### config.mk
export PLATFORM = sky130hd
export DESIGN_NAME = ram_capture_ctrl_flat
export DESIGN_NICKNAME = d
export VERILOG_FILES = /design/src/rtl/ram_capture_ctrl_pkg.sv /design/src/rtl/ram_capture_ctrl_if.sv /design/src/rtl/ram_capture_ofifo.sv /design/src/rtl/ram_capture_ctrl.sv /design/src/flat_wrapper.sv
export SDC_FILE = /design/constraint.sdc
export NUM_CORES = 1
export LEC_CHECK = 0
export ABC_AREA = 1
export BUFFER_PORTS_ARGS = -buffer_cell sky130_fd_sc_hd__buf_2
export CORE_UTILIZATION = 55
export DETAILED_ROUTE_END_ITERATION = 6
export HOLD_SLACK_MARGIN = 0.05
export PLACE_DENSITY = 0.78
export SYNTH_ARGS = -nofsm -noshare
export SYNTH_HDL_FRONTEND = slang
export SYNTH_SLANG_ARGS = --single-unit
### constraint.sdc
create_clock -name i_clk -period 3.1 [get_ports i_clk]
set_input_delay 0.31 -clock i_clk [delete_from_list [all_inputs] [get_ports i_clk]]
set_output_delay 0.31 -clock i_clk [all_outputs]
set_load 0.02 [all_outputs]
### src/rtl/ram_capture_ctrl_pkg.sv
// ram_capture_pkg: shared types and default sizing for the RAM capture
// sequencer.
//   state_t        capture FSM states
//   *_DEF          default build parameters
//   DEPTH          RAM depth for the default address width
//   POST_DEPTH     samples written from the trigger onward, trigger included
//   post_depth()   the same quantity for any width / pre-trigger depth
package ram_capture_pkg;

    localparam int ADDR_WIDTH_DEF = 10;
    localparam int DATA_WIDTH_DEF = 8;
    localparam int PRE_DEPTH_DEF  = 256;

    localparam int DEPTH      = 2 ** ADDR_WIDTH_DEF;
    localparam int POST_DEPTH = DEPTH - PRE_DEPTH_DEF;

    typedef enum logic [2:0] {
        IDLE,
        PRE,
        ARMED,
        POST,
        READ
    } state_t;

    function automatic int post_depth(input int aw, input int pre);
        return (2 ** aw) - pre;
    endfunction

endpackage

### src/rtl/ram_capture_ctrl_if.sv
// ram_capture_ctrl_if: readout stream towards the downstream formatter.
//   dout        sample
//   dout_valid  beat valid
//   dout_ready  sink ready
//   dout_last   final beat of the window
// master = capture controller, slave = formatter.
interface ram_capture_ctrl_if #(
    parameter int DATA_WIDTH = 8
);
    logic [DATA_WIDTH-1:0] dout;
    logic                  dout_valid;
    logic                  dout_ready;
    logic                  dout_last;

    modport master (output dout, output dout_valid, output dout_last, input dout_ready);
    modport slave  (input dout, input dout_valid, input dout_last, output dout_ready);
endinterface

### src/rtl/ram_capture_ofifo.sv
// ram_capture_ofifo: 2-entry valid/ready skid FIFO on the readout path.
//   i_clk, i_rst_n   clock, synchronous active-low reset
//   i_push, i_data   write side (no back-pressure; the caller issues on credit)
//   o_valid, o_data  head entry, held stable until accepted
//   i_ready          sink accept
//   o_occ            entries currently held (0..2)
module ram_capture_ofifo #(
    parameter int W = 9
) (
    input  logic         i_clk,
    input  logic         i_rst_n,
    input  logic         i_push,
    input  logic [W-1:0] i_data,
    input  logic         i_ready,
    output logic         o_valid,
    output logic [W-1:0] o_data,
    output logic [1:0]   o_occ
);
    logic [W-1:0] r_mem [2];
    logic         r_wr_ptr;
    logic         r_rd_ptr;
    logic [1:0]   r_occ;
    logic         w_pop;

    assign w_pop   = (r_occ != 2'd0) && i_ready;
    assign o_valid = (r_occ != 2'd0);
    assign o_data  = r_mem[r_rd_ptr];
    assign o_occ   = r_occ;

    always_ff @(posedge i_clk) begin
        if (!i_rst_n) begin
            r_mem[0] <= '0;
            r_mem[1] <= '0;
            r_wr_ptr <= 1'b0;
            r_rd_ptr <= 1'b0;
            r_occ    <= 2'd0;
        end else begin
            if (i_push) begin
                r_mem[r_wr_ptr] <= i_data;
                r_wr_ptr        <= ~r_wr_ptr;
            end
            if (w_pop) begin
                r_rd_ptr <= ~r_rd_ptr;
            end
            r_occ <= r_occ + 2'(i_push) - 2'(w_pop);
        end
    end
endmodule

### src/rtl/ram_capture_ctrl.sv
// ram_capture_ctrl: pre/post-trigger capture sequencer for a 2^ADDR_WIDTH x
// DATA_WIDTH simple dual-port RAM, then oldest-first readout of the window.
//   i_clk, i_rst_n        clock (shared with the RAM), synchronous active-low reset
//   i_arm                 start pulse, honoured only when idle
//   i_trig                trigger input
//   i_din, i_din_valid    sample stream
//   o_ram_wr_*            registered RAM write port
//   o_ram_rd_addr         RAM read address; i_ram_rd_data returns 1 cycle later
//   m_out                 readout stream (dout/valid/ready/last)
//   o_busy                high outside IDLE
//   o_done                1-cycle pulse after the last beat is accepted
//   o_trig_addr           RAM address of the trigger sample
// Build option: define TRIG_EDGE_EN to trigger on a rising edge of i_trig
// instead of on the level.
module ram_capture_ctrl
    import ram_capture_pkg::*;
#(
    parameter int ADDR_WIDTH = ADDR_WIDTH_DEF,
    parameter int DATA_WIDTH = DATA_WIDTH_DEF,
    parameter int PRE_DEPTH  = PRE_DEPTH_DEF
) (
    input  logic                  i_clk,
    input  logic                  i_rst_n,
    input  logic                  i_arm,
    input  logic                  i_trig,
    input  logic [DATA_WIDTH-1:0] i_din,
    input  logic                  i_din_valid,
    output logic                  o_ram_wr_en,
    output logic [ADDR_WIDTH-1:0] o_ram_wr_addr,
    output logic [DATA_WIDTH-1:0] o_ram_wr_data,
    output logic [ADDR_WIDTH-1:0] o_ram_rd_addr,
    input  logic [DATA_WIDTH-1:0] i_ram_rd_data,
    ram_capture_ctrl_if.master    m_out,
    output logic                  o_busy,
    output logic                  o_done,
    output logic [ADDR_WIDTH-1:0] o_trig_addr
);
    localparam int CW     = ADDR_WIDTH + 1;
    localparam int L_DEPTH = 2 ** ADDR_WIDTH;
    localparam int L_POST  = post_depth(ADDR_WIDTH, PRE_DEPTH);

    localparam logic [CW-1:0]         C_PRE_LAST  = CW'(PRE_DEPTH - 1);
    localparam logic [CW-1:0]         C_POST_LAST = CW'(L_POST - 1);
    localparam logic [CW-1:0]         C_DEPTH     = CW'(L_DEPTH);
    localparam logic [ADDR_WIDTH-1:0] A_PRE       = ADDR_WIDTH'(PRE_DEPTH);

    state_t                r_state;
    logic [CW-1:0]         r_cnt;
    logic [CW-1:0]         r_rem;
    logic [ADDR_WIDTH-1:0] r_wr_ptr;
    logic [ADDR_WIDTH-1:0] r_rd_addr;
    logic [ADDR_WIDTH-1:0] r_trig_addr;
    logic                  r_wr_en;
    logic [ADDR_WIDTH-1:0] r_wr_addr;
    logic [DATA_WIDTH-1:0] r_wr_data;
    logic                  r_inflight;
    logic                  r_inflight_last;
    logic                  r_done;

    logic                  w_accept;
    logic                  w_trig_cond;
    logic                  w_trig_hit;
    logic                  w_issue;
    logic                  w_pop;
    logic [2:0]            w_credit;
    logic                  w_fifo_valid;
    logic [DATA_WIDTH:0]   w_fifo_data;
    logic [1:0]            w_occ;

`ifdef TRIG_EDGE_EN
    logic r_trig_prev;
    assign w_trig_cond = i_trig && !r_trig_prev;
`else
    assign w_trig_cond = i_trig;
`endif

    assign w_accept   = i_din_valid &&
                        (r_state == PRE || r_state == ARMED || r_state == POST);
    assign w_trig_hit = (r_state == ARMED) && i_din_valid && w_trig_cond;

    // Slots already claimed: held entries plus the read in flight, minus
    // the entry leaving this cycle. Never underflows since a pop implies occ>=1.
    assign w_pop    = w_fifo_valid && m_out.dout_ready;
    assign w_credit = 3'(w_occ) + 3'(r_inflight) - 3'(w_pop);
    assign w_issue  = (r_state == READ) && (r_rem != '0) && (w_credit < 3'd2);

    always_ff @(posedge i_clk) begin
        if (!i_rst_n) begin
            r_state         <= IDLE;
            r_cnt           <= '0;
            r_rem           <= '0;
            r_wr_ptr        <= '0;
            r_rd_addr       <= '0;
            r_trig_addr     <= '0;
            r_wr_en         <= 1'b0;
            r_wr_addr       <= '0;
            r_wr_data       <= '0;
            r_inflight      <= 1'b0;
            r_inflight_last <= 1'b0;
            r_done          <= 1'b0;
`ifdef TRIG_EDGE_EN
            r_trig_prev     <= 1'b0;
`endif
        end else begin
`ifdef TRIG_EDGE_EN
            r_trig_prev <= i_trig;
`endif
            r_done  <= 1'b0;
            r_wr_en <= w_accept;
            if (w_accept) begin
                r_wr_addr <= r_wr_ptr;
                r_wr_data <= i_din;
                r_wr_ptr  <= r_wr_ptr + 1'b1;
            end

            // The issued read lands in the FIFO next cycle with its last flag.
            r_inflight      <= w_issue;
            r_inflight_last <= w_issue && (r_rem == CW'(1));
            if (w_issue) begin
                r_rd_addr <= r_rd_addr + 1'b1;
                r_rem     <= r_rem - 1'b1;
            end

            case (r_state)
                IDLE: begin
                    r_wr_ptr <= '0;
                    r_cnt    <= '0;
                    if (i_arm) begin
                        r_state <= PRE;
                    end
                end
                PRE: begin
                    if (w_accept) begin
                        r_cnt <= r_cnt + 1'b1;
                        if (r_cnt == C_PRE_LAST) begin
                            r_cnt   <= '0;
                            r_state <= ARMED;
                        end
                    end
                end
                ARMED: begin
                    if (w_trig_hit) begin
                        r_trig_addr <= r_wr_ptr;
                        r_cnt       <= CW'(1);
                        if (L_POST == 1) begin
                            r_rd_addr <= r_wr_ptr - A_PRE;
                            r_rem     <= C_DEPTH;
                            r_state   <= READ;
                        end else begin
                            r_state <= POST;
                        end
                    end
                end
                POST: begin
                    if (w_accept) begin
                        r_cnt <= r_cnt + 1'b1;
                        if (r_cnt == C_POST_LAST) begin
                            r_rd_addr <= r_trig_addr - A_PRE;
                            r_rem     <= C_DEPTH;
                            r_state   <= READ;
                        end
                    end
                end
                READ: begin
                    if (w_pop && w_fifo_data[DATA_WIDTH]) begin
                        r_done  <= 1'b1;
                        r_state <= IDLE;
                    end
                end
                default: r_state <= IDLE;
            endcase
        end
    end

    ram_capture_ofifo #(
        .W(DATA_WIDTH + 1)
    ) u_ofifo (
        .i_clk  (i_clk),
        .i_rst_n(i_rst_n),
        .i_push (r_inflight),
        .i_data ({r_inflight_last, i_ram_rd_data}),
        .i_ready(m_out.dout_ready),
        .o_valid(w_fifo_valid),
        .o_data (w_fifo_data),
        .o_occ  (w_occ)
    );

    assign m_out.dout       = w_fifo_data[DATA_WIDTH-1:0];
    assign m_out.dout_valid = w_fifo_valid;
    assign m_out.dout_last  = w_fifo_valid && w_fifo_data[DATA_WIDTH];

    assign o_ram_wr_en   = r_wr_en;
    assign o_ram_wr_addr = r_wr_addr;
    assign o_ram_wr_data = r_wr_data;
    assign o_ram_rd_addr = r_rd_addr;
    assign o_busy        = (r_state != IDLE);
    assign o_done        = r_done;
    assign o_trig_addr   = r_trig_addr;
endmodule

### src/flat_wrapper.sv
// flat-port wrapper written by rule: the top's interface ports become plain ports
module ram_capture_ctrl_flat import ram_capture_pkg::*;
#(
    parameter int ADDR_WIDTH = ADDR_WIDTH_DEF,
    parameter int DATA_WIDTH = DATA_WIDTH_DEF,
    parameter int PRE_DEPTH  = PRE_DEPTH_DEF
)
  (i_clk, i_rst_n, i_arm, i_trig, i_din, i_din_valid, o_ram_wr_en, o_ram_wr_addr, o_ram_wr_data, o_ram_rd_addr, i_ram_rd_data, o_busy, o_done, o_trig_addr, m_out_dout, m_out_dout_valid, m_out_dout_last, m_out_dout_ready);
  ram_capture_ctrl_if #(.DATA_WIDTH(DATA_WIDTH)) m_out_i ();
  input  logic i_clk;
  input  logic i_rst_n;
  input  logic i_arm;
  input  logic i_trig;
  input  logic [DATA_WIDTH-1:0] i_din;
  input  logic i_din_valid;
  output logic o_ram_wr_en;
  output logic [ADDR_WIDTH-1:0] o_ram_wr_addr;
  output logic [DATA_WIDTH-1:0] o_ram_wr_data;
  output logic [ADDR_WIDTH-1:0] o_ram_rd_addr;
  input  logic [DATA_WIDTH-1:0] i_ram_rd_data;
  output logic o_busy;
  output logic o_done;
  output logic [ADDR_WIDTH-1:0] o_trig_addr;
  output wire logic [$bits(m_out_i.dout)-1:0] m_out_dout;
  output wire logic [$bits(m_out_i.dout_valid)-1:0] m_out_dout_valid;
  output wire logic [$bits(m_out_i.dout_last)-1:0] m_out_dout_last;
  input wire logic [$bits(m_out_i.dout_ready)-1:0] m_out_dout_ready;
  assign m_out_dout = m_out_i.dout;
  assign m_out_dout_valid = m_out_i.dout_valid;
  assign m_out_dout_last = m_out_i.dout_last;
  assign m_out_i.dout_ready = m_out_dout_ready;
  ram_capture_ctrl #(.ADDR_WIDTH(ADDR_WIDTH), .DATA_WIDTH(DATA_WIDTH), .PRE_DEPTH(PRE_DEPTH)) u_core (.i_clk(i_clk), .i_rst_n(i_rst_n), .i_arm(i_arm), .i_trig(i_trig), .i_din(i_din), .i_din_valid(i_din_valid), .o_ram_wr_en(o_ram_wr_en), .o_ram_wr_addr(o_ram_wr_addr), .o_ram_wr_data(o_ram_wr_data), .o_ram_rd_addr(o_ram_rd_addr), .i_ram_rd_data(i_ram_rd_data), .m_out(m_out_i), .o_busy(o_busy), .o_done(o_done), .o_trig_addr(o_trig_addr));
endmodule
* After elaboration in Yosys (flattened, before gate mapping)
Memories as Yosys holds them, arrays and structs flattened. A register that Yosys moved wholly into a read port is not among the register bits.
Cells that the tools add are included.
** Word-level totals
- Word-level logic and storage cells :: 96
- Output and inout bits :: 51
- Flip-flop bits (word level) :: 81
- Memories kept :: 1
- Bits of input ports :: 22
- RAM bits :: 18
** Cells by class
- Muxes and demuxes :: 31
- Bitwise logic cells :: 3
- Add/subtract/negate cells :: 9
- Reductions and logical operators :: 22
- $lt $le $gt $ge :: 1
- Equal/unequal tests :: 14
** Memory list
- u_core.u_ofifo.r_mem :: words 2, width 9, read ports 1, clocked after memory_dff 1, write ports 2, line ram_capture_ofifo.sv:19 : logic [W-1:0] r_mem [2];
** Operators with widths (number)
- $mux W11 :: 8
- $pmux W11 S4 :: 1
- $mux W10 :: 4
- $mux W3 :: 7
- $add A10 B1 Y10 const B :: 2
- $pmux W3 S5 :: 1
- $add A11 B1 Y11 const B :: 1
- $eq A11 B1 Y1 const B :: 1
- $eq A11 B10 Y1 const B :: 1
- $eq A11 B8 Y1 const B :: 1
- $reduce_bool A11 Y1 :: 1
- $sub A11 B1 Y11 const B :: 1
- $sub A10 B9 Y10 const B :: 1
- $logic_and A1 B1 Y1 :: 9
- $mux W1 :: 9
- $mux W9 :: 1
- $reduce_or A9 Y1 :: 1
- $ne A2 B2 Y1 const B :: 4
- $reduce_and A7 Y1 :: 1
- $eq A3 B2 Y1 const B :: 2
- $ne A2 B1 Y1 const B :: 3
- $reduce_and A2 Y1 :: 2
- $reduce_and A4 Y1 :: 1
- $reduce_bool A4 Y1 :: 1
- other kinds (13) :: 16

* Depth between registers and ports, before layout
Gate-level depths: netlist of run 1.
- Depth after elaboration :: 9
- Depth in mapped cells :: 17
- Mapped depth without buffers :: 16

* Modules after synthesis
A second synthesis of run 1 with hierarchy kept.
** Second synthesis, totals
- Cells, all modules :: 619
- Area total of the unflattened synthesis :: 4755.8 µm²
** Modules (own cells, without submodules)
- ram_capture_ctrl :: sequential area each 1541.5 µm², times used 1, cells an instance 527, area an instance 3691.0 µm²
- ram_capture_ofifo :: sequential area each 640.6 µm², times used 1, cells an instance 92, area an instance 1064.8 µm²

* Worst setup path before layout of run 1
Ideal clock, no wire load.
- Path type :: register -> register
- Start point :: register u_core.u_ofifo.r_occ[1] (netlist: u_core.u_ofifo.o_occ[1])
- End point :: register u_core.r_rd_addr[8] (netlist: u_core.o_ram_rd_addr[8])
- Slack :: 0.695 ns
- Buffers on the path :: 1
- Stages on the path, launching flop included :: 15
- Library setup time :: 0.109 ns
- Data required time :: 2.991 ns
- Clock period less this slack :: 2.405 ns
- Arrival time :: 2.296 ns
- Cell sequence :: dfxtp_1 > nor2_1 > nor2_1 > ha_1 > inv_1 > ha_1 > fa_1 > nand3b_1 > nor2_4 > nand2_4 > buf_4 > nand2_1 > nand3_2 > nand2_1 > inv_1
** On the way
- Cells in the longest elaborated chain, start to end :: 9
- Elaborated cells between the ends (all ways) :: 10
- Those cells by class :: 2 x add/sub; 1 x order compare; 4 x mux; 3 x reduce/logical
** RTL lines
- from (decl) :: line ram_capture_ofifo.sv:22 : logic [1:0] r_occ;
- from (signal assigned) :: line ram_capture_ofifo.sv:45 : r_occ <= r_occ + 2'(i_push) - 2'(w_pop);
- $reduce_bool A2 Y1 *
- $logic_and A1 B1 Y1 *
- net u_core.u_ofifo.w_pop :: line ram_capture_ofifo.sv:23 : logic w_pop;
- $sub A3 B1 Y3 * :: line ram_capture_ctrl.sv:84 : assign w_credit = 3'(w_occ) + 3'(r_inflight) - 3'(w_pop);
- net u_core.w_credit[1] :: line ram_capture_ctrl.sv:65 : logic [2:0] w_credit;
- $lt A3 B2 Y1 * :: line ram_capture_ctrl.sv:85 : assign w_issue = (r_state == READ) && (r_rem != '0) && (w_credit < 3'd2);
- $logic_and A1 B1 Y1 * :: line ram_capture_ctrl.sv:85
- $mux W10 * :: line ram_capture_ctrl.sv:119 : if (w_issue) begin
- $mux W10 :: line ram_capture_ctrl.sv:157 : if (r_cnt == C_POST_LAST) begin
- $mux W10 :: line ram_capture_ctrl.sv:155 : if (w_accept) begin
- $mux W10 * :: line ram_capture_ctrl.sv:124 : case (r_state)
- to (signal assigned) :: line ram_capture_ctrl.sv:120 : r_rd_addr <= r_rd_addr + 1'b1;
- to (signal assigned) :: line ram_capture_ctrl.sv:146 : r_rd_addr <= r_wr_ptr - A_PRE;
- to (signal assigned) :: line ram_capture_ctrl.sv:158 : r_rd_addr <= r_trig_addr - A_PRE;
- to (decl) :: line ram_capture_ctrl.sv:51 : logic [ADDR_WIDTH-1:0] r_rd_addr;
Mark *: on every way through the listed nets, which the timed path passes. The rest lies on a longest branch.
A chain may end at the register's enable or synchronous reset.

* Worst setup path after layout of run 1
- Start point :: register u_core.u_ofifo.r_occ[1] (netlist: u_core.u_ofifo.o_occ[1])
- End point :: register u_core.r_rd_addr[7] (netlist: u_core.o_ram_rd_addr[7])
The elaborated chain is that of the path after synthesis.

==> results of run 1 <==
## sequential cells by signal (all words and copies together), names as in the netlist, named ones only
name,cells
u_core.u_ofifo.r_rd_ptr,1
u_core.u_ofifo.o_occ,2
u_core.u_ofifo.r_mem,18
u_core.o_ram_wr_en,1
u_core.r_cnt,11
u_core.o_done,1
u_core.o_ram_rd_addr,10
u_core.r_wr_ptr,10
u_core.r_inflight,1
u_core.o_ram_wr_data,8
u_core.r_rem,11
u_core.o_ram_wr_addr,10
u_core.o_trig_addr,10
u_core.r_state,3
u_core.u_ofifo.r_wr_ptr,1
u_core.r_inflight_last,1
## cells by family (layout without fill, tap and decap cells)
kind of cell | count (synthesis) | in the layout | share of synthesized area
multiplexers | 8 | 8 | 0.0189
buffers and inverters | 111 | 183 | 0.0948
adder cells (fa/ha/maj) | 8 | 8 | 0.0225
AND/OR/NAND/NOR | 279 | 279 | 0.271
flip-flops | 100 | 100 | 0.457
AO/OA/AOI/OAI | 99 | 99 | 0.109
XOR/XNOR | 15 | 15 | 0.0275
## power breakdown
| group | total [mW] | switching [mW] | internal (mW) |
|---|---|---|---|
| combinational | 0.936 | 0.637 | 0.299 |
| sequential | 1.55 | 0.0984 | 1.45 |
| clock | 0.826 | 0.472 | 0.354 |
| total | 3.31 | 1.21 | 2.11 |
## how the worst min path moves through the flow
stage | end | cells after the start | slack [ns] | startpoint
after floorplan | flop | 1 | 0.43 | u_core.u_ofifo.r_rd_ptr
after global placement | u_core.u_ofifo.r_rd_ptr | 1 | 0.44 | u_core.u_ofifo.r_rd_ptr
after detailed placement | u_core.r_rem[10] | 2 | 0.46 | u_core.r_rem[10]
after CTS | u_core.o_ram_wr_data[5] | 3 | 0.17 | i_din[5]
after global routing | u_core.o_ram_wr_data[7] | 3 | 0.20 | i_din[7]
final | u_core.o_ram_wr_data[5] | 3 | 0.18 | i_din[5]
## placed cells by master, fill, tap and decap left out, drive strengths merged, types with 7 or more instances in the layout
cell	count
nand2	115
nor2	104
inv	97
dfxtp	82
buf	74
a21oi	51
o21ai	47
nand3	38
edfxtp	18
nor3	12
clkbuf	11
xor2	9
mux2	8
nand4	8
ha	7
## critical path, cell delays in order (launching register included)
cell      delay, ns
dfxtp_1        0.33
nor2_1         0.19
nor2_1         0.12
ha_1           0.30
inv_1          0.04
ha_1           0.18
fa_1           0.48
nand3b_1       0.22
nor2_4         0.17
nand2_4        0.17
inv_2          0.30
nand2_1        0.13
nand3_2        0.08
nand2_1        0.05
inv_1          0.05
## metal layers
metal  wire (µm)  GRT usage  up-vias
met3         441     0.0399       13
li1            -          -     2109
met5           0          0        -
met2        5120      0.423       96
met4         144     0.0808        0
met1        4660      0.291     1884
## layout make-up
type | count | area, µm² | area share
flip-flops and latches | 100 | 2180 | 0.406
multi-input cells | 409 | 2140 | 0.398
repair buffers | 74 | 375 | 0.0698
inverters | 93 | 349 | 0.0649
clock buffers | 11 | 151 | 0.0282
well taps | 105 | 131 | 0.0244
clock inverters | 5 | 46.3 | 0.00861
## through the flow
stage	utilization	hold WS [ns]
global route	0.648	0.197
floorplan	-	0.426
global placement	0.624	0.436
finish	0.648	0.181
detailed placement	0.624	0.458
CTS	0.648	0.173
==> run_results.csv, run 1 <==
group,metric,value,unit
clock_network,ctsHoldBuffers,0,
status,status,"finished, final reports clean",
critical_path,cp_max_fo,20,
critical_path,reg2reg_to,"u_core.o_ram_rd_addr[7]",
place,dp.cells,781,
place,place.gp.congestion,0.875,
global_route,overflow,0,
global_route,grtUsageTotal,0.239,
sta,period_share,0.927,
sta,fmax,348,MHz
critical_path,worstSetupPathType,"reg2reg",
die,coreArea,8300,µm²
final_layout,drive_gt1_frac,0.207,
clock_network,cts_buffer_depth,2,
sta,setup_ws,0.225,ns
die,row_count,33,
routing,drtIter0Drc,139,
clock_network,clk_latency,0.37,ns
global_route,grt_max_degree,31,
clock_network,cts_setup_buffers,0,
synthesis,synthFlopType,"dfxtp_1",
critical_path,worstSetupEndpoint,"u_core.o_ram_rd_addr[7]",
synthesis,ys_warn_count,0,
clock_network,ctsResizeCount,0,
synthesis,synth_top_area_share,0.344,
final_layout,stdcell_area,5380,µm²
critical_path,ff2ff_setup_slack,0.23,ns
synthesis,synth-edff-count,18,
place,post-place-ws,0.300,ns
power_and_ir_drop,ir_drop,314,µV
final_layout,nets,717,
critical_path,required,3.41,ns
place,hpwl,7660,µm
clock_network,numCtsBuffers,9,
sta,fin_tns_setup,0,ns
synthesis,synth_common_cells,"nand2_1 (112), nor2_1 (91), dfxtp_1 (82)",
power_and_ir_drop,cellPowerDensity,616,nW/µm²
final_layout,syn_to_final_growth,12.6,%
synthesis,synth_most_common_cell,"nand2_1",
die,initial_core_util,0.576,
synthesis,synth_area_per_cell,7.70,µm²
synthesis,synth_area_leaders,"dfxtp_1 (34%), edfxtp_1 (11%), nand2_1 (8.8%)",
final_layout,fill_cells,721,
synthesis,syn-instance-count,620,
synthesis,synth.cell_area,4780,µm²
sta,drv_slew,0,
die,die_w,95.2,µm
routing,num_vias,4102,
die,fp.dieArea,9060,µm²
sta,relSlewSlack,0.573,
final_layout,antennaDiodeCount,0,
final_layout,fin_cells,797,
power_and_ir_drop,p_leak,2.52,nW
synthesis,synth-seq-area-share,0.457,
job,drv_cap,0,
global_route,antenna_found_initial,0,
clock_network,cts_tree,"built",
clock_network,cts.clk_slew.worst_paths,0.11,ns
place,io_buffers,72,
sta,finClkSkew,0.0123,ns
place,postPlaceCellArea,5180,µm²
critical_path,r2r-start,"u_core.u_ofifo.o_occ[1]",
clock_network,cts_max_level,3,
sta,tightestPinTransition,0.637,ns
routing,wire_per_inst,13.0,µm
critical_path,crit_path_start,"u_core.u_ofifo.o_occ[1]",
sta,period_minus_slack,2.87,ns
critical_path,cp-end-kind,"flop",
power_and_ir_drop,power,3.31,mW
critical_path,worst-r2r-cell-count,14,
routing,drt_wl_total,10400,µm
routing,final_antenna_net_count,0,
global_route,grt_pass1_vias,3757,
sta,rsz0062_at_grt,"false",
clock_network,clock_sinks,100,
synthesis,synth-seq-cells,100,
worst_hold_path,hold_path.class,"in2reg",
die,die_h,95.2,µm
synthesis,synth_largest_area_cell,"dfxtp_1",
synthesis,synth_cell_types,36,
global_route,grt_pass1_wl,16800,µm
critical_path,start_kind,"flop",
routing,via_per_inst,5.15,
die,ios,73,
clock_network,cts_root_buf,"clkbuf_8",
sta,final_hold_viol_count,0,
sta,setup_viol,0,
synthesis,synthArstFlopShare,0,
critical_path,arrival,3.19,ns
synthesis,synth_fp_nets,650,
routing,drt_pre_antenna_iters,5,
routing,drc,0,
(Power assumes the default switching activity.)
==> run 2, diff against run 1 <==
--- a/config.mk
+++ b/config.mk
@@ -5,7 +5,6 @@
 export SDC_FILE = /design/constraint.sdc
 export NUM_CORES = 1
 export LEC_CHECK = 0
-export ABC_AREA = 1
 export BUFFER_PORTS_ARGS = -buffer_cell sky130_fd_sc_hd__buf_2
 export CORE_UTILIZATION = 55
 export DETAILED_ROUTE_END_ITERATION = 6
==> run_results.csv, run 2 <==
group,metric,value,unit
synthesis,ys_warn_count,0,
final_layout,largest_register_ff_count,18,
final_layout,regMostFlops,"u_core.u_ofifo.r_mem",
routing,met1_length,4310,µm
clock_network,cts_buffer_depth,2,
final_layout,fin_cells,646,
synthesis,synth_cell_types,51,
clock_network,clock_sinks,100,
die,die_w,91.5,µm
sta,period_share,0.938,
sta,period_minus_slack,2.91,ns
final_layout,fill_cells,615,
critical_path,cp-end-kind,"flop",
die,coreArea,7730,µm²
clock_network,cts.clk_slew.worst_paths,0.10,ns
final_layout,stdcell_area,5130,µm²
synthesis,synth_fp_nets,497,
global_route,grt_pass1_vias,3441,
routing,via_per_inst,5.49,
critical_path,worst-r2r-cell-count,12,
place,place.gp.congestion,0.846,
global_route,grtUsageTotal,0.237,
die,ios,73,
clock_network,cts_tree,"built",
routing,drtIter0Drc,141,
routing,drt_wl_total,9430,µm
sta,final_hold_viol_count,0,
global_route,antenna_found_initial,0,
final_layout,layout_common_cells,"dfxtp_1 (81), buf_2 (72), nand2_1 (52), nor2_1 (49), a21oi_1 (32)",
place,io_buffers,72,
routing,top_layer,"met4",
routing,num_vias,3546,
synthesis,synthFlopType,"dfxtp_1",
final_layout,nets,569,
synthesis,synth_most_common_cell,"dfxtp_1",
die,fp.dieArea,8370,µm²
clock_network,numCtsBuffers,9,
sta,setup_viol,0,
critical_path,cp_max_fo,4,
synthesis,synth_area_per_cell,9.43,µm²
status,status,"finished, final reports clean",
synthesis,synth.cell_area,4400,µm²
sta,whs,0.164,ns
sta,fmax,344,MHz
synthesis,synth-edff-count,18,
final_layout,multi_input_area,2120,µm²
job,drv_cap,0,
synthesis,synth_common_cells,"dfxtp_1 (82), nand2_1 (53), nor2_1 (50)",
worst_hold_path,hold_path.class,"in2reg",
synthesis,synthArstFlopShare,0,
routing,wire_per_inst,14.6,µm
final_layout,final_common_cell,"dfxtp_1",
final_layout,syn_to_final_growth,16.5,%
clock_network,cts_root_buf,"clkbuf_8",
final_layout,antennaDiodeCount,0,
critical_path,arrival,3.15,ns
worst_hold_path,min_to,"u_core.o_ram_wr_data[7]",
global_route,grt_max_degree,41,
die,die_h,91.5,µm
routing,met2_length,4610,µm
synthesis,synth_largest_area_cell,"dfxtp_1",
clock_network,cts_max_level,3,
sta,relSlewSlack,0.389,
critical_path,reg2reg_to,"u_core.o_ram_rd_addr[9]",
critical_path,start_kind,"flop",
critical_path,worstSetupPathType,"reg2reg",
clock_network,clk_latency,0.37,ns
sta,drv_slew,0,
place,dp.cells,630,
power_and_ir_drop,power,2.96,mW
final_layout,drive_gt1_frac,0.224,
critical_path,required,3.34,ns
final_layout,register_area,2180,µm²
power_and_ir_drop,ir_drop,446,µV
routing,drc,0,
synthesis,synth-seq-cells,100,
global_route,overflow,0,
critical_path,ff2ff_setup_slack,0.19,ns
critical_path,r2r-start,"u_core.u_ofifo.o_occ[1]",
die,initial_core_util,0.570,
clock_network,cts_setup_buffers,0,
die,row_count,32,
place,postPlaceCellArea,4870,µm²
sta,finClkSkew,0.0173,ns
place,hpwl,6410,µm
power_and_ir_drop,p_leak,2.08,nW
routing,drt_pre_antenna_iters,4,
routing,final_antenna_net_count,0,
worst_hold_path,hp-start,"i_din[7]",
sta,tightestPinTransition,0.909,ns
power_and_ir_drop,cellPowerDensity,578,nW/µm²
synthesis,syn-instance-count,467,
worst_hold_path,min_path_cells,3,
synthesis,synth_top_area_share,0.373,
final_layout,reg.largest.list,"u_core.u_ofifo.r_mem (18), u_core.r_cnt (11), u_core.r_rem (11)",
routing,wl_met3,380,µm
synthesis,synth_area_leaders,"dfxtp_1 (37%), edfxtp_1 (12%), xnor2_1 (5.2%)",
global_route,grt_pass1_wl,15900,µm
synthesis,synth-seq-area-share,0.496,
[run 2: cell count changes after synthesis, sizes merged, moves of 7 or more]
cell    delta
nor2      -54
nand3     -25
clkbuf     +7
mux2i     +12
xnor2     +20
o21ai     -33
and2      +23
and3       +7
nand2     -62
a21oi     -19
inv       -78
[run 2: repair_timing]
item / CTS / global route
gates resized for setup: 1 / 10
pin swaps: 0 / 2
endpoints found under the hold margin: 0 / 0
hold buffers: 0 / 0
setup endpoints to repair: 1 / 19
[run 2: area by class of cell]
cell class	count	share of cell area
clock buffers	9	0.0242
clock inverters	7	0.0161
inverters	14	0.0102
multi-input cells	332	0.414
flip-flops and latches	100	0.426
well taps	102	0.0249
repair buffers	82	0.0849
[run 2: power by group]
group | switching, mW | internal [mW] | total (mW)
logic | 0.394 | 0.243 | 0.637
registers | 0.0813 | 1.39 | 1.47
clock network | 0.473 | 0.387 | 0.861
[run 2: metrics by stage]
step / TNS [ns] / util / setup WS (ns)
4_1_cts: -0.00315 / 0.658 / -0.00315
6_report: 0 / 0.664 / 0.191
3_3_place_gp: 0 / 0.631 / 0.267
5_1_grt: -0.0123 / 0.664 / -0.0123
3_5_place_dp: -0.00574 / 0.631 / -0.00574
2_1_floorplan: 0 / - / 0.0782
[run 2: worst max-delay path, cell delays in order (launching register included)]
cell	delay (ns)
dfxtp_2	0.36
o21ai_2	0.16
inv_1	0.07
ha_1	0.29
inv_1	0.06
ha_1	0.16
fa_2	0.47
nor4b_4	0.32
buf_4	0.19
nand4b_1	0.15
nor4b_2	0.32
xnor2_1	0.15
o22ai_1	0.08
[run 2: cells by family (layout without fill, tap and decap cells)]
group	Yosys count	in the layout	synth area share
flip-flops	100	100	0.496
AND/OR/NAND/NOR	202	202	0.238
AO/OA/AOI/OAI	64	64	0.0861
buffers and inverters	35	112	0.0327
XOR/XNOR	38	38	0.0756
adder cells (fa/ha/maj)	8	8	0.0244
multiplexers	20	20	0.0477
[run 2: layer usage]
layer | up-vias | GRT usage
li1 | 1762 | -
met1 | 1708 | 0.301
met2 | 64 | 0.392
met3 | 12 | 0.0670
met4 | 0 | 0.0728
met5 | - | 0
[run 2: worst max-delay path by stage]
stage          slack [ns]               startpoint                       to  depth (start not counted)
2_1_floorplan        0.08  u_core.u_ofifo.o_occ[1]  u_core.o_ram_rd_addr[1]                         11
3_3_place_gp         0.27  u_core.u_ofifo.o_occ[1]  u_core.o_ram_rd_addr[9]                         12
3_5_place_dp       -0.006  u_core.u_ofifo.o_occ[1]  u_core.o_ram_rd_addr[5]                         11
4_1_cts            -0.003  u_core.u_ofifo.o_occ[1]  u_core.o_ram_rd_addr[0]                         12
5_1_grt             -0.01  u_core.u_ofifo.o_occ[1]  u_core.o_ram_rd_addr[9]                         12
6_report             0.19  u_core.u_ofifo.o_occ[1]  u_core.o_ram_rd_addr[9]                         12
==> run 3, diff against run 2 <==
--- a/config.mk
+++ b/config.mk
@@ -6,6 +6,8 @@
 export NUM_CORES = 1
 export LEC_CHECK = 0
 export BUFFER_PORTS_ARGS = -buffer_cell sky130_fd_sc_hd__buf_2
+export CAP_MARGIN = 15
+export CORE_ASPECT_RATIO = 1.5
 export CORE_UTILIZATION = 55
 export DETAILED_ROUTE_END_ITERATION = 6
 export HOLD_SLACK_MARGIN = 0.05
==> constraint.sdc (replaced) <==
create_clock -name i_clk -period 3.5 [get_ports i_clk]
set_input_delay 0.35 -clock i_clk [delete_from_list [all_inputs] [get_ports i_clk]]
set_output_delay 0.35 -clock i_clk [all_outputs]
set_load 0.02 [all_outputs]
==> run_results.csv, run 3 (synthesis gave the netlist of run 2 again) <==
group,metric,value,unit
status,status,"finished, final reports clean",
routing,final_antenna_net_count,0,
power_and_ir_drop,p_sw,0.799,mW
clock_network,numCtsBuffers,9,
sta,finClkSkew,0.00675,ns
place,io_buffers,72,
power_and_ir_drop,power_frac_comb,0.188,
critical_path,critPathSlowestCell,"fa_1",
sta,tightestPinTransition,0.929,ns
final_layout,drive_gt1_frac,0.197,
power_and_ir_drop,p_leak,2.08,nW
critical_path,required,3.71,ns
place,hpwl,6420,µm
sta,period_share,0.905,
critical_path,crit_family,"adder cells",
critical_path,reg2reg_to,"u_core.o_ram_rd_addr[9]",
place,place.gp.congestion,0.886,
critical_path,cp_slowest_stage_delay,0.46,ns
sta,rsz0062_at_grt,"false",
clock_network,cts_tree,"built",
power_and_ir_drop,p_clk_frac,0.336,
power_and_ir_drop,pwr-share-seq,0.476,
die,initial_core_util,0.575,
sta,drv_slew,0,
routing,via_per_inst,5.44,
routing,drc,0,
sta,fmax,316,MHz
clock_network,cts_buffer_depth,2,
die,coreArea,7660,µm²
final_layout,post-route-util,0.667,
clock_network,cts.clk_slew.worst_paths,0.06,ns
clock_network,cts_root_buf,"clkbuf_16",
final_layout,register_area,2180,µm²
global_route,grt_pass1_vias,3449,
final_layout,final_common_cell,"dfxtp_1",
global_route,grtUsageTotal,0.236,
sta,setup_viol,0,
worst_hold_path,hp-start,"i_din[4]",
clock_network,clk_latency,0.34,ns
critical_path,crit_chain,"o21ai_0 -> inv_1 -> ha_1 -> inv_1 -> ha_1 -> fa_1 -> nor4b_2 -> buf_4 -> nand4b_1 -> nor4b_1 -> xnor2_1 -> o22ai_1",
die,fp.dieArea,8370,µm²
clock_network,ctsHoldBuffers,0,
critical_path,path_buf_inv,3,
power_and_ir_drop,ir_drop,397,µV
power_and_ir_drop,power,2.71,mW
critical_path,r2r-start,"u_core.u_ofifo.o_occ[1]",
final_layout,syn_to_final_growth,16.1,%
clock_network,cts_max_level,3,
die,ios,73,
job,drv_cap,0,
critical_path,worst-r2r-cell-count,12,
final_layout,largest_register_ff_count,18,
routing,drt_pre_antenna_iters,5,
final_layout,regMostFlops,"u_core.u_ofifo.r_mem",
critical_path,arrival,3.38,ns
clock_network,cts_setup_buffers,0,
routing,wire_per_inst,14.1,µm
final_layout,antennaDiodeCount,0,
die,row_count,39,
routing,drt_wl_total,9030,µm
final_layout,reg.largest.list,"u_core.u_ofifo.r_mem (18), u_core.r_cnt (11), u_core.r_rem (11)",
global_route,grt_max_degree,41,
die,die_h,112,µm
sta,final_hold_viol_count,0,
final_layout,multi_input_area,2080,µm²
power_and_ir_drop,cellPowerDensity,530,nW/µm²
critical_path,worstSetupPathType,"reg2reg",
sta,period_minus_slack,3.17,ns
routing,num_vias,3484,
final_layout,nets,564,
sta,fin_tns_setup,0,ns
critical_path,cp-end-kind,"flop",
die,die_w,75.1,µm
critical_path,cp_max_fo,4,
global_route,antenna_found_initial,0,
power_and_ir_drop,swShare,0.295,
global_route,overflow,0,
routing,drtIter0Drc,168,
worst_hold_path,min_to,"u_core.o_ram_wr_data[4]",
global_route,grt_pass1_wl,15300,µm
sta,relSlewSlack,0.381,
power_and_ir_drop,cell_internal_pwr,1.91,mW
critical_path,ff2ff_setup_slack,0.33,ns
critical_path,start_kind,"flop",
final_layout,layout_common_cells,"dfxtp_1 (82), buf_2 (72), nand2_1 (53), nor2_1 (49), a21oi_1 (32)",
worst_hold_path,hold_path.class,"in2reg",
clock_network,clock_sinks,100,
final_layout,fill_cells,620,
worst_hold_path,min_path_cells,3,
-- run 3: changes by cell type in the layout (fill, tap and decap cells not counted), moves of 2 or more --
cell	before	now
clkbuf_16	0	9
inv_8	2	0
buf_4	10	5
nor4b_1	1	4
clkbuf_8	9	1
nor4b_2	3	1
clkbuf_1	0	3
-- run 3: stage by stage --
step / area (µm²) / hold WS (ns) / worst slack [ns] / std cells
2_1_floorplan: 4400 / 0.454 / 0.478 / 467
3_3_place_gp: 4840 / 0.440 / 0.416 / 625
3_5_place_dp: 4840 / 0.444 / 0.293 / 625
4_1_cts: 5110 / 0.241 / 0.276 / 641
5_1_grt: 5110 / 0.245 / 0.0471 / 641
6_report: 5110 / 0.242 / 0.334 / 641
-- run 3: layout make-up --
type | instances | area share
clock buffers | 13 | 0.0489
clock inverters | 3 | 0.00441
inverters | 14 | 0.0103
multi-input cells | 332 | 0.407
flip-flops and latches | 100 | 0.427
well taps | 102 | 0.0250
repair buffers | 77 | 0.0778
-- run 3: worst max-delay path by stage --
stage / depth (start not counted) / from / end / slack [ns]
2_1_floorplan: 11 / u_core.u_ofifo.o_occ[1] / u_core.o_ram_rd_addr[1] / 0.48
3_3_place_gp: 11 / u_core.u_ofifo.o_occ[1] / u_core.o_ram_rd_addr[1] / 0.42
3_5_place_dp: 11 / u_core.u_ofifo.o_occ[1] / u_core.o_ram_rd_addr[1] / 0.29
4_1_cts: 11 / u_core.u_ofifo.o_occ[1] / u_core.o_ram_rd_addr[1] / 0.28
5_1_grt: 12 / u_core.u_ofifo.o_occ[1] / u_core.o_ram_rd_addr[9] / 0.05
6_report: 12 / u_core.u_ofifo.o_occ[1] / u_core.o_ram_rd_addr[9] / 0.33
-- run 3: worst register-to-register path, stage by stage (launching register included) --
cell and delay (ns):
dfxtp_1 0.33, o21ai_0 0.40, inv_1 0.09, ha_1 0.30
inv_1 0.05, ha_1 0.19, fa_1 0.46, nor4b_2 0.29
buf_4 0.19, nand4b_1 0.14, nor4b_1 0.35, xnor2_1 0.16
o22ai_1 0.08
-- run 3: layer usage --
layer / routed length [µm] / share of wire / global-route usage / vias up
met5: 0 / 0 / 0 / -
met4: 254 / 0.028 / 0.113 / 0
met3: 338 / 0.037 / 0.0425 / 20
met2: 4780 / 0.53 / 0.412 / 81
met1: 3650 / 0.40 / 0.269 / 1627
li1: - / - / - / 1756
-- run 3: repair_timing --
action,4_1_cts,5_1_grt
hold endpoints to repair,0,0
resized for setup,0,1
endpoints found under the setup margin,0,1
-- run 3: power by group through the flow --
stage                     Sequential (mW)  Combinational [mW]  Clock [mW]
after floorplan                      1.30               0.384           0
after global placement               1.31               0.499           0
after detailed placement             1.32               0.511           0
after CTS                            1.29               0.514       0.922
after global routing                 1.30               0.568       0.976
final                                1.29               0.511       0.910
